## config.mk

```make
export PLATFORM = sky130hd
export DESIGN_NAME = serial_subtractor_flat
export DESIGN_NICKNAME = d
export VERILOG_FILES = /design/src/rtl/serial_subtractor_if.sv /design/src/rtl/serial_subtractor.sv /design/src/flat_wrapper.sv
export SDC_FILE = /design/constraint.sdc
export NUM_CORES = 1
export LEC_CHECK = 0
export BUFFER_PORTS_ARGS = -buffer_cell sky130_fd_sc_hd__buf_2
export CORE_ASPECT_RATIO = 1.4
export CORE_MARGIN = 2
export CORE_UTILIZATION = 35
export DETAILED_ROUTE_END_ITERATION = 8
export PLACE_DENSITY_LB_ADDON = 0.2
export REMOVE_ABC_BUFFERS = 1
export SETUP_SLACK_MARGIN = 0.05
export SYNTH_ARGS = -nofsm -noshare
export SYNTH_HDL_FRONTEND = slang
export SYNTH_SLANG_ARGS = --single-unit
```

## constraint.sdc

```tcl
create_clock -name clk -period 2.61 [get_ports clk]
set_input_delay 0.522 -clock clk [delete_from_list [all_inputs] [get_ports clk]]
set_output_delay 0.522 -clock clk [all_outputs]
set_load 0.02 [all_outputs]
```

## src/rtl/serial_subtractor_if.sv

```systemverilog
// Start/done handshake bundle for serial_subtractor.
// Defining SERIAL_SUBTRACTOR_OVF_EN adds the signed-overflow flag ovf.
interface serial_subtractor_if #(
    parameter int unsigned WIDTH = 32
);
    logic             start;
    logic [WIDTH-1:0] a;
    logic [WIDTH-1:0] b;
    logic             bin;
    logic             busy;
    logic             done;
    logic [WIDTH-1:0] diff;
    logic             borrow;
`ifdef SERIAL_SUBTRACTOR_OVF_EN
    logic             ovf;

    modport master (output start, a, b, bin, input busy, done, diff, borrow, ovf);
    modport slave  (input start, a, b, bin, output busy, done, diff, borrow, ovf);
`else
    modport master (output start, a, b, bin, input busy, done, diff, borrow);
    modport slave  (input start, a, b, bin, output busy, done, diff, borrow);
`endif
endinterface

```

## src/rtl/serial_subtractor.sv

```systemverilog
// Multi-cycle subtractor: diff = a - b - bin, CHUNK bits per cycle, LSB chunk first.
// Optional SERIAL_SUBTRACTOR_OVF_EN adds a registered signed-overflow output.
module serial_subtractor #(
    parameter int unsigned WIDTH = 32,
    parameter int unsigned CHUNK = 8
) (
    input logic                clk,
    input logic                reset,
    serial_subtractor_if.slave bus
);
    localparam int unsigned NCHUNK = WIDTH / CHUNK;
    localparam int unsigned CNT_W  = (NCHUNK > 1) ? $clog2(NCHUNK) : 1;
    localparam int unsigned SUB_W  = CHUNK + 1;

    typedef enum logic [1:0] {
        IDLE = 2'd0,
        RUN  = 2'd1,
        DONE = 2'd2
    } state_e;

    state_e             state_q, state_d;
    logic [WIDTH-1:0]   a_q, a_d;
    logic [WIDTH-1:0]   b_q, b_d;
    logic               brw_q, brw_d;
    logic [CNT_W-1:0]   cnt_q, cnt_d;
    logic               busy_q, busy_d;
    logic               done_q, done_d;
    logic [WIDTH-1:0]   diff_q, diff_d;
    logic               borrow_q, borrow_d;
`ifdef SERIAL_SUBTRACTOR_OVF_EN
    logic               ovf_q, ovf_d;
`endif

    logic [CHUNK-1:0]   a_c;
    logic [CHUNK-1:0]   b_c;
    logic [SUB_W-1:0]   sub;
    logic               last;

    // State and datapath registers
    always_ff @(posedge clk or negedge reset) begin
        if (!reset) begin
            state_q  <= IDLE;
            a_q      <= '0;
            b_q      <= '0;
            brw_q    <= 1'b0;
            cnt_q    <= '0;
            busy_q   <= 1'b0;
            done_q   <= 1'b0;
            diff_q   <= '0;
            borrow_q <= 1'b0;
`ifdef SERIAL_SUBTRACTOR_OVF_EN
            ovf_q    <= 1'b0;
`endif
        end else begin
            state_q  <= state_d;
            a_q      <= a_d;
            b_q      <= b_d;
            brw_q    <= brw_d;
            cnt_q    <= cnt_d;
            busy_q   <= busy_d;
            done_q   <= done_d;
            diff_q   <= diff_d;
            borrow_q <= borrow_d;
`ifdef SERIAL_SUBTRACTOR_OVF_EN
            ovf_q    <= ovf_d;
`endif
        end
    end

    // Operands shift right so the active chunk always sits in the low bits
    always_comb begin
        state_d  = state_q;
        a_d      = a_q;
        b_d      = b_q;
        brw_d    = brw_q;
        cnt_d    = cnt_q;
        done_d   = 1'b0;
        diff_d   = diff_q;
        borrow_d = borrow_q;
`ifdef SERIAL_SUBTRACTOR_OVF_EN
        ovf_d    = ovf_q;
`endif
        a_c  = a_q[CHUNK-1:0];
        b_c  = b_q[CHUNK-1:0];
        sub  = {1'b0, a_c} - {1'b0, b_c} - SUB_W'(brw_q);
        last = (cnt_q == CNT_W'(NCHUNK - 1));

        case (state_q)
            IDLE, DONE: begin
                if (bus.start) begin
                    state_d = RUN;
                    a_d     = bus.a;
                    b_d     = bus.b;
                    brw_d   = bus.bin;
                    cnt_d   = '0;
                end else begin
                    state_d = IDLE;
                end
            end
            RUN: begin
                diff_d[int'(cnt_q) * CHUNK +: CHUNK] = sub[CHUNK-1:0];
                a_d   = a_q >> CHUNK;
                b_d   = b_q >> CHUNK;
                brw_d = sub[CHUNK];
                cnt_d = cnt_q + CNT_W'(1);
                if (last) begin
                    state_d  = DONE;
                    done_d   = 1'b1;
                    borrow_d = sub[CHUNK];
`ifdef SERIAL_SUBTRACTOR_OVF_EN
                    // Final chunk's top bits are the operand and result sign bits
                    ovf_d    = (a_c[CHUNK-1] != b_c[CHUNK-1]) &&
                               (sub[CHUNK-1] != a_c[CHUNK-1]);
`endif
                end
            end
            default: state_d = IDLE;
        endcase

        busy_d = (state_d == RUN);
    end

    assign bus.busy   = busy_q;
    assign bus.done   = done_q;
    assign bus.diff   = diff_q;
    assign bus.borrow = borrow_q;
`ifdef SERIAL_SUBTRACTOR_OVF_EN
    assign bus.ovf    = ovf_q;
`endif

endmodule

```

## src/flat_wrapper.sv

```systemverilog
// flat-port wrapper written by rule: the top's interface ports become plain ports
module serial_subtractor_flat 
#(
    parameter int unsigned WIDTH = 32,
    parameter int unsigned CHUNK = 8
)
  (clk, reset, bus_start, bus_a, bus_b, bus_bin, bus_busy, bus_done, bus_diff, bus_borrow);
  serial_subtractor_if #(.WIDTH(WIDTH)) bus_i ();
  input logic clk;
  input logic reset;
  input wire logic [$bits(bus_i.start)-1:0] bus_start;
  input wire logic [$bits(bus_i.a)-1:0] bus_a;
  input wire logic [$bits(bus_i.b)-1:0] bus_b;
  input wire logic [$bits(bus_i.bin)-1:0] bus_bin;
  output wire logic [$bits(bus_i.busy)-1:0] bus_busy;
  output wire logic [$bits(bus_i.done)-1:0] bus_done;
  output wire logic [$bits(bus_i.diff)-1:0] bus_diff;
  output wire logic [$bits(bus_i.borrow)-1:0] bus_borrow;
  assign bus_i.start = bus_start;
  assign bus_i.a = bus_a;
  assign bus_i.b = bus_b;
  assign bus_i.bin = bus_bin;
  assign bus_busy = bus_i.busy;
  assign bus_done = bus_i.done;
  assign bus_diff = bus_i.diff;
  assign bus_borrow = bus_i.borrow;
  serial_subtractor #(.WIDTH(WIDTH), .CHUNK(CHUNK)) u_core (.clk(clk), .reset(reset), .bus(bus_i));
endmodule
```

# --- Yosys cells after proc, flatten, opt, wreduce, memory -nomap -nowiden ---
# Cells that the tools add are included.
op_classes:
  reduce_logical: 5
  n_addsub: 4
  shift: 2
  n_eq_ne: 5
  n_mux: 14
ops:
  columns: ["cell", "n"]
  rows:
  - ["32-bit case mux with 2 select lines", 2]
  - ["32-bit two-way mux", 2]
  - ["5-bit negation with 34-bit output", 1]
  - ["8-bit by 34-bit variable shift with 32-bit output, first input constant", 1]
  - ["8-bit by 34-bit variable part select with 32-bit output", 1]
  - ["32-bit bitwise mux", 1]
  - ["8-bit by 8-bit subtractor with 9-bit output", 1]
  - ["9-bit by 1-bit subtractor with 9-bit output", 1]
  - ["2-bit case mux with 2 select lines", 2]
  - ["2-bit by 1-bit equality test with 1-bit output, second input constant", 2]
  - ["2-bit equality test, second input constant", 2]
  - ["1-bit two-way mux", 4]
  - ["2-bit two-way mux", 2]
  - ["2-bit AND reduction", 2]
  - ["2-bit by 1-bit adder with 2-bit output, second input constant", 1]
  - ["2-bit logical NOT", 1]
  - ["2-bit != test, second input constant", 1]
  - ["1-bit case mux with 2 select lines", 1]
  - ["2-bit nonzero test", 1]
  - ["2-bit OR reduction", 1]
word_totals:
  elab_cells: 39
  reg_bits: 104
  input_bits: 68
  output_inout_bits: 35

# --- Depth between registers and ports, before layout ---
logic_depth:
  depth_word: 4
  mapped_depth: 8

# --- Worst setup path before layout ---
# Ideal clock, no wire load.
synth_timing:
  path_type: "register to register"
  startpoint: "register u_core.brw_q"
  endpoint: "register u_core.diff_q[23] (netlist: u_core.bus.diff[23])"
  arrival_ns: 1.957
  slack_ns: 0.519
  stages_incl_launch_ff: 8
  setup_ns: 0.134
  path_cell_list: "dfrtp_1 inv_1 fa_1 ha_1 o21ai_0 a211o_2 a311oi_2 o21ai_0"
synth_between:
  elab_chain_cells: 3
synth_lines:
  columns: ["element", "line_no", "rtl"]
  rows:
  - ["from (decl)", "serial_subtractor.sv:24", "logic brw_q, brw_d;"]
  - ["from (signal assigned)", "serial_subtractor.sv:58", "brw_q <= brw_d;"]
  - ["9-bit by 1-bit subtractor with 9-bit output", "serial_subtractor.sv:85", "sub = {1'b0, a_c} - {1'b0, b_c} - SUB_W'(brw_q);"]
  - ["8-bit by 34-bit variable part select with 32-bit output", "serial_subtractor.sv:101", "diff_d[int'(cnt_q) * CHUNK +: CHUNK] = sub[CHUNK-1:0];"]
  - ["32-bit bitwise mux", "serial_subtractor.sv:101", null]
  - ["to (signal assigned)", "serial_subtractor.sv:62", "diff_q <= diff_d;"]
  - ["to (decl)", "serial_subtractor.sv:28", "logic [WIDTH-1:0] diff_q, diff_d;"]
# Every way passes these cells.
# A chain may end at the register's enable or synchronous reset.

# --- Worst setup path in the final report ---
# Ends and elaborated chain as after synthesis.

==> run summary <==
share of the synthesized area in the top cell type: 57.2%
Worst setup startpoint: u_core.brw_q
library cells used by synthesis: 41
worst reg2reg path endpoint: u_core.bus.diff[23]
Reg clk slew, reported paths: 0.07 ns
clock tree root buffer cell: sky130_fd_sc_hd__clkbuf_16
global-route wire length before repair: 18,100 µm
TritonCTS Buffers: 9
number of buffer cells added on primary ports: 102
total I/O pin count: 103
die width: 100 µm
final clock skew: 0.00890 ns
starting density of the core: 35.7%
area share of fa/ha/maj cells after synthesis: 6.38%
main combinational cell family by area after synthesis: compound AO/OA/AOI/OAI gates
pin count of the biggest net entering global routing: 66
min setup slack post-route: 0.292 ns
Cell Rows: 49
Sink Count: 104
fill cell total of the finished layout: 1,276
die area: 13,900 µm²
leading area contributor after synthesis: sky130_fd_sc_hd__dfrtp_1
endpoints failing hold: 0
Critical path destination: u_core.bus.diff[23]
FFs w/ async S/R, synth: 100%
max_slew headroom: 62.6%
power density over the cells: 1510 nW/µm²
pre-CTS WS: 0.352 ns
die height: 139 µm
drt pass-1 iters: 4
clock tree buffer depth: 2
count of antenna diodes in the layout: 0
layout cell share with drive strength beyond 1: 25.0%
setup repair after global routing missed its margin: false
startpoint-to-endpoint class of the critical path: reg -> reg
Mapped Area: 4550 µm²
xor-xnor portion of the synthesized cell area: 1.16%
HPWL Detailed: 7640 µm
fin. max-slew vios: 0
Synth Register Bits: 104
via count: 3,576
total track usage: 16.4%
worst supply voltage drop on vdd: 0.574 mV
final layout net count: 622
leakage power of the design: 2.73 nW
count of flip-flops with a built-in enable after synthesis: 0
highest metal layer used by the detailed router: met4
final weighted congestion of routability-driven global placement: 0.824
DRC marker count from the first detailed-route iteration: 125
drt drc: 0
WP data arrival: 2.54 ns
max-cap violations: 0
Worst-Margin Slew: 0.560 ns
register area share after synthesis: 57.2%
setup fix buffers added after clock tree synthesis: 0
Vias/cell: 5.18
portion of the clock cycle consumed by the worst path in the final layout: 88.8%
required time of the worst setup path: 2.83 ns
worst reg2reg path startpoint: u_core.brw_q
Synth warnings: 0
multiplexer share of the synthesized area: 0.220%
Routed met2 length: 5350 µm
number of cells traversed by the worst register-to-register path: 7
result of the run: finished clean
CTS H-tree depth: 3
CP Launch Type: register
synthesized-area fraction occupied by ao, oa, aoi and oai cells: 18.7%
total of hold buffers inserted after clock tree synthesis: 0
per-instance average area after synthesis: 10.5 µm²
max frequency: 0.431 GHz
Detail Route Antenna Nets: 0
number of global-route vias before repair: 3,683
CP Capture Type: register
Placeable Area: 12,800 µm²
final-layout setup total negative slack: 0 ns
Simple-Gate Fraction of Synth Area: 12.6%
clk_lat worst skew: 0.35 ns
crit path max fanout: 4
Area contributors post-synth: sky130_fd_sc_hd__dfrtp_1 (57%), sky130_fd_sc_hd__nor2_1 (7.4%), sky130_fd_sc_hd__a22o_1 (6.9%), sky130_fd_sc_hd__o22ai_1 (6.6%), sky130_fd_sc_hd__ha_1 (5.5%)
setup slack of the worst register-to-register path: 0.29 ns
TritonCTS clock tree: yes
Synth Instances: 433
share of the core filled with cells: 43.4%
final period demand of the worst path: 2.32 ns
Main synth FF type: sky130_fd_sc_hd__dfrtp_1
post-cts repair resize count: 0
wire length per cell after detailed routing: 15.9 µm
antenna violations before repair: 0
final setup violation count: 0
met3 routed wirelength: 599 µm
synthesis-to-finish area growth: 21.8%
final wirelength: 11,000 µm
total grt overflow: 0
worst hold-check path type: in -> async
met1 layer wirelength in the final routing: 4720 µm
-- cell type report --
class / instances / area, µm² / share of cell area (%)
repair buffers: 109 / 591 / 10.7
inverters: 23 / 86.3 / 1.56
clock buffers: 14 / 274 / 4.95
flip-flops and latches: 104 / 2600 / 47.0
clock inverters: 2 / 12.5 / 0.226
multi-input cells: 285 / 1780 / 32.2
well taps: 153 / 191 / 3.46
-- worst max-delay path: stages, from the launching register on --
cell and delay [ns]:
sky130_fd_sc_hd__dfrtp_1 0.32, sky130_fd_sc_hd__inv_1 0.06, sky130_fd_sc_hd__fa_1 0.47, sky130_fd_sc_hd__ha_1 0.22, sky130_fd_sc_hd__nor4b_1 0.42, sky130_fd_sc_hd__a2111oi_1 0.18
sky130_fd_sc_hd__a311oi_2 0.39, sky130_fd_sc_hd__o21ai_0 0.12
-- kinds of logic after synthesis --
family | count (synthesis)
AND/OR/NAND/NOR | 133
AO/OA/AOI/OAI | 123
flip-flops | 104
buffers and inverters | 44
adder cells (fa/ha/maj) | 22
XOR/XNOR | 6
multiplexers | 1
-- stage by stage --
step	cell area, µm²	cells	power (mW)	hold WS, ns
global placement	5250	674	6.96	0.462
floorplan	4460	412	5.75	0.226
global route	5540	690	9.07	0.194
finish	5540	690	8.34	0.155
detailed placement	5250	674	7.12	0.470
CTS	5540	690	8.44	0.185
-- state kept, by name (all words and copies together) (netlist names) --
register,count
u_core.a_q,32
u_core.b_q,32
u_core.brw_q,1
u_core.bus.borrow,1
u_core.bus.busy,1
u_core.bus.diff,32
u_core.bus.done,1
u_core.cnt_q,2
u_core.state_q,2
-- routing by layer --
metal	global-route usage [%]	up-vias
li1	-	1732
met5	0	-
met1	20.6	1722
met3	3.53	17
met4	7.93	0
met2	26.5	105
-- worst min path at each step --
stage | from | end | slack (ns) | cells past startpoint
after floorplan | reset | u_core.a_q[0] | 0.23 | 0
after global placement | u_core.bus.diff[16] | u_core.bus.diff[16] | 0.46 | 2
after detailed placement | u_core.bus.diff[2] | u_core.bus.diff[2] | 0.47 | 2
after CTS | reset | u_core.b_q[19] | 0.18 | 2
after global routing | reset | u_core.b_q[19] | 0.19 | 2
final | reset | u_core.b_q[19] | 0.15 | 2
-- synth_stat cells, types with 3 or more instances --
library cell and count:
sky130_fd_sc_hd__buf_2 3, sky130_fd_sc_hd__o21ai_0 13, sky130_fd_sc_hd__nand2b_1 3, sky130_fd_sc_hd__nand2_1 19
sky130_fd_sc_hd__xnor2_1 4, sky130_fd_sc_hd__o22ai_1 48, sky130_fd_sc_hd__o21ai_1 5, sky130_fd_sc_hd__clkbuf_1 16
sky130_fd_sc_hd__ha_1 20, sky130_fd_sc_hd__a21oi_1 11, sky130_fd_sc_hd__inv_1 23, sky130_fd_sc_hd__dfrtp_1 104
sky130_fd_sc_hd__a22o_1 36, sky130_fd_sc_hd__nor2_1 90
-- power by group --
group          switching (mW)  internal (mW)
logic                    2.74           1.64
registers               0.365           2.30
clock network           0.574          0.725
-- layout by cell type (no fill, tap or decap), types with 3 or more instances in the layout --
master and instances:
sky130_fd_sc_hd__inv_1 23, sky130_fd_sc_hd__nor2_1 90, sky130_fd_sc_hd__o21ai_1 5, sky130_fd_sc_hd__xnor2_1 4
sky130_fd_sc_hd__dfrtp_1 104, sky130_fd_sc_hd__buf_4 6, sky130_fd_sc_hd__o22ai_1 48, sky130_fd_sc_hd__clkbuf_8 3
sky130_fd_sc_hd__ha_1 20, sky130_fd_sc_hd__a22o_1 36, sky130_fd_sc_hd__a21oi_1 11, sky130_fd_sc_hd__o21ai_0 13
sky130_fd_sc_hd__nand2_1 19, sky130_fd_sc_hd__clkbuf_16 9, sky130_fd_sc_hd__buf_2 101
Note: power is estimated with default switching activity, not from simulation.
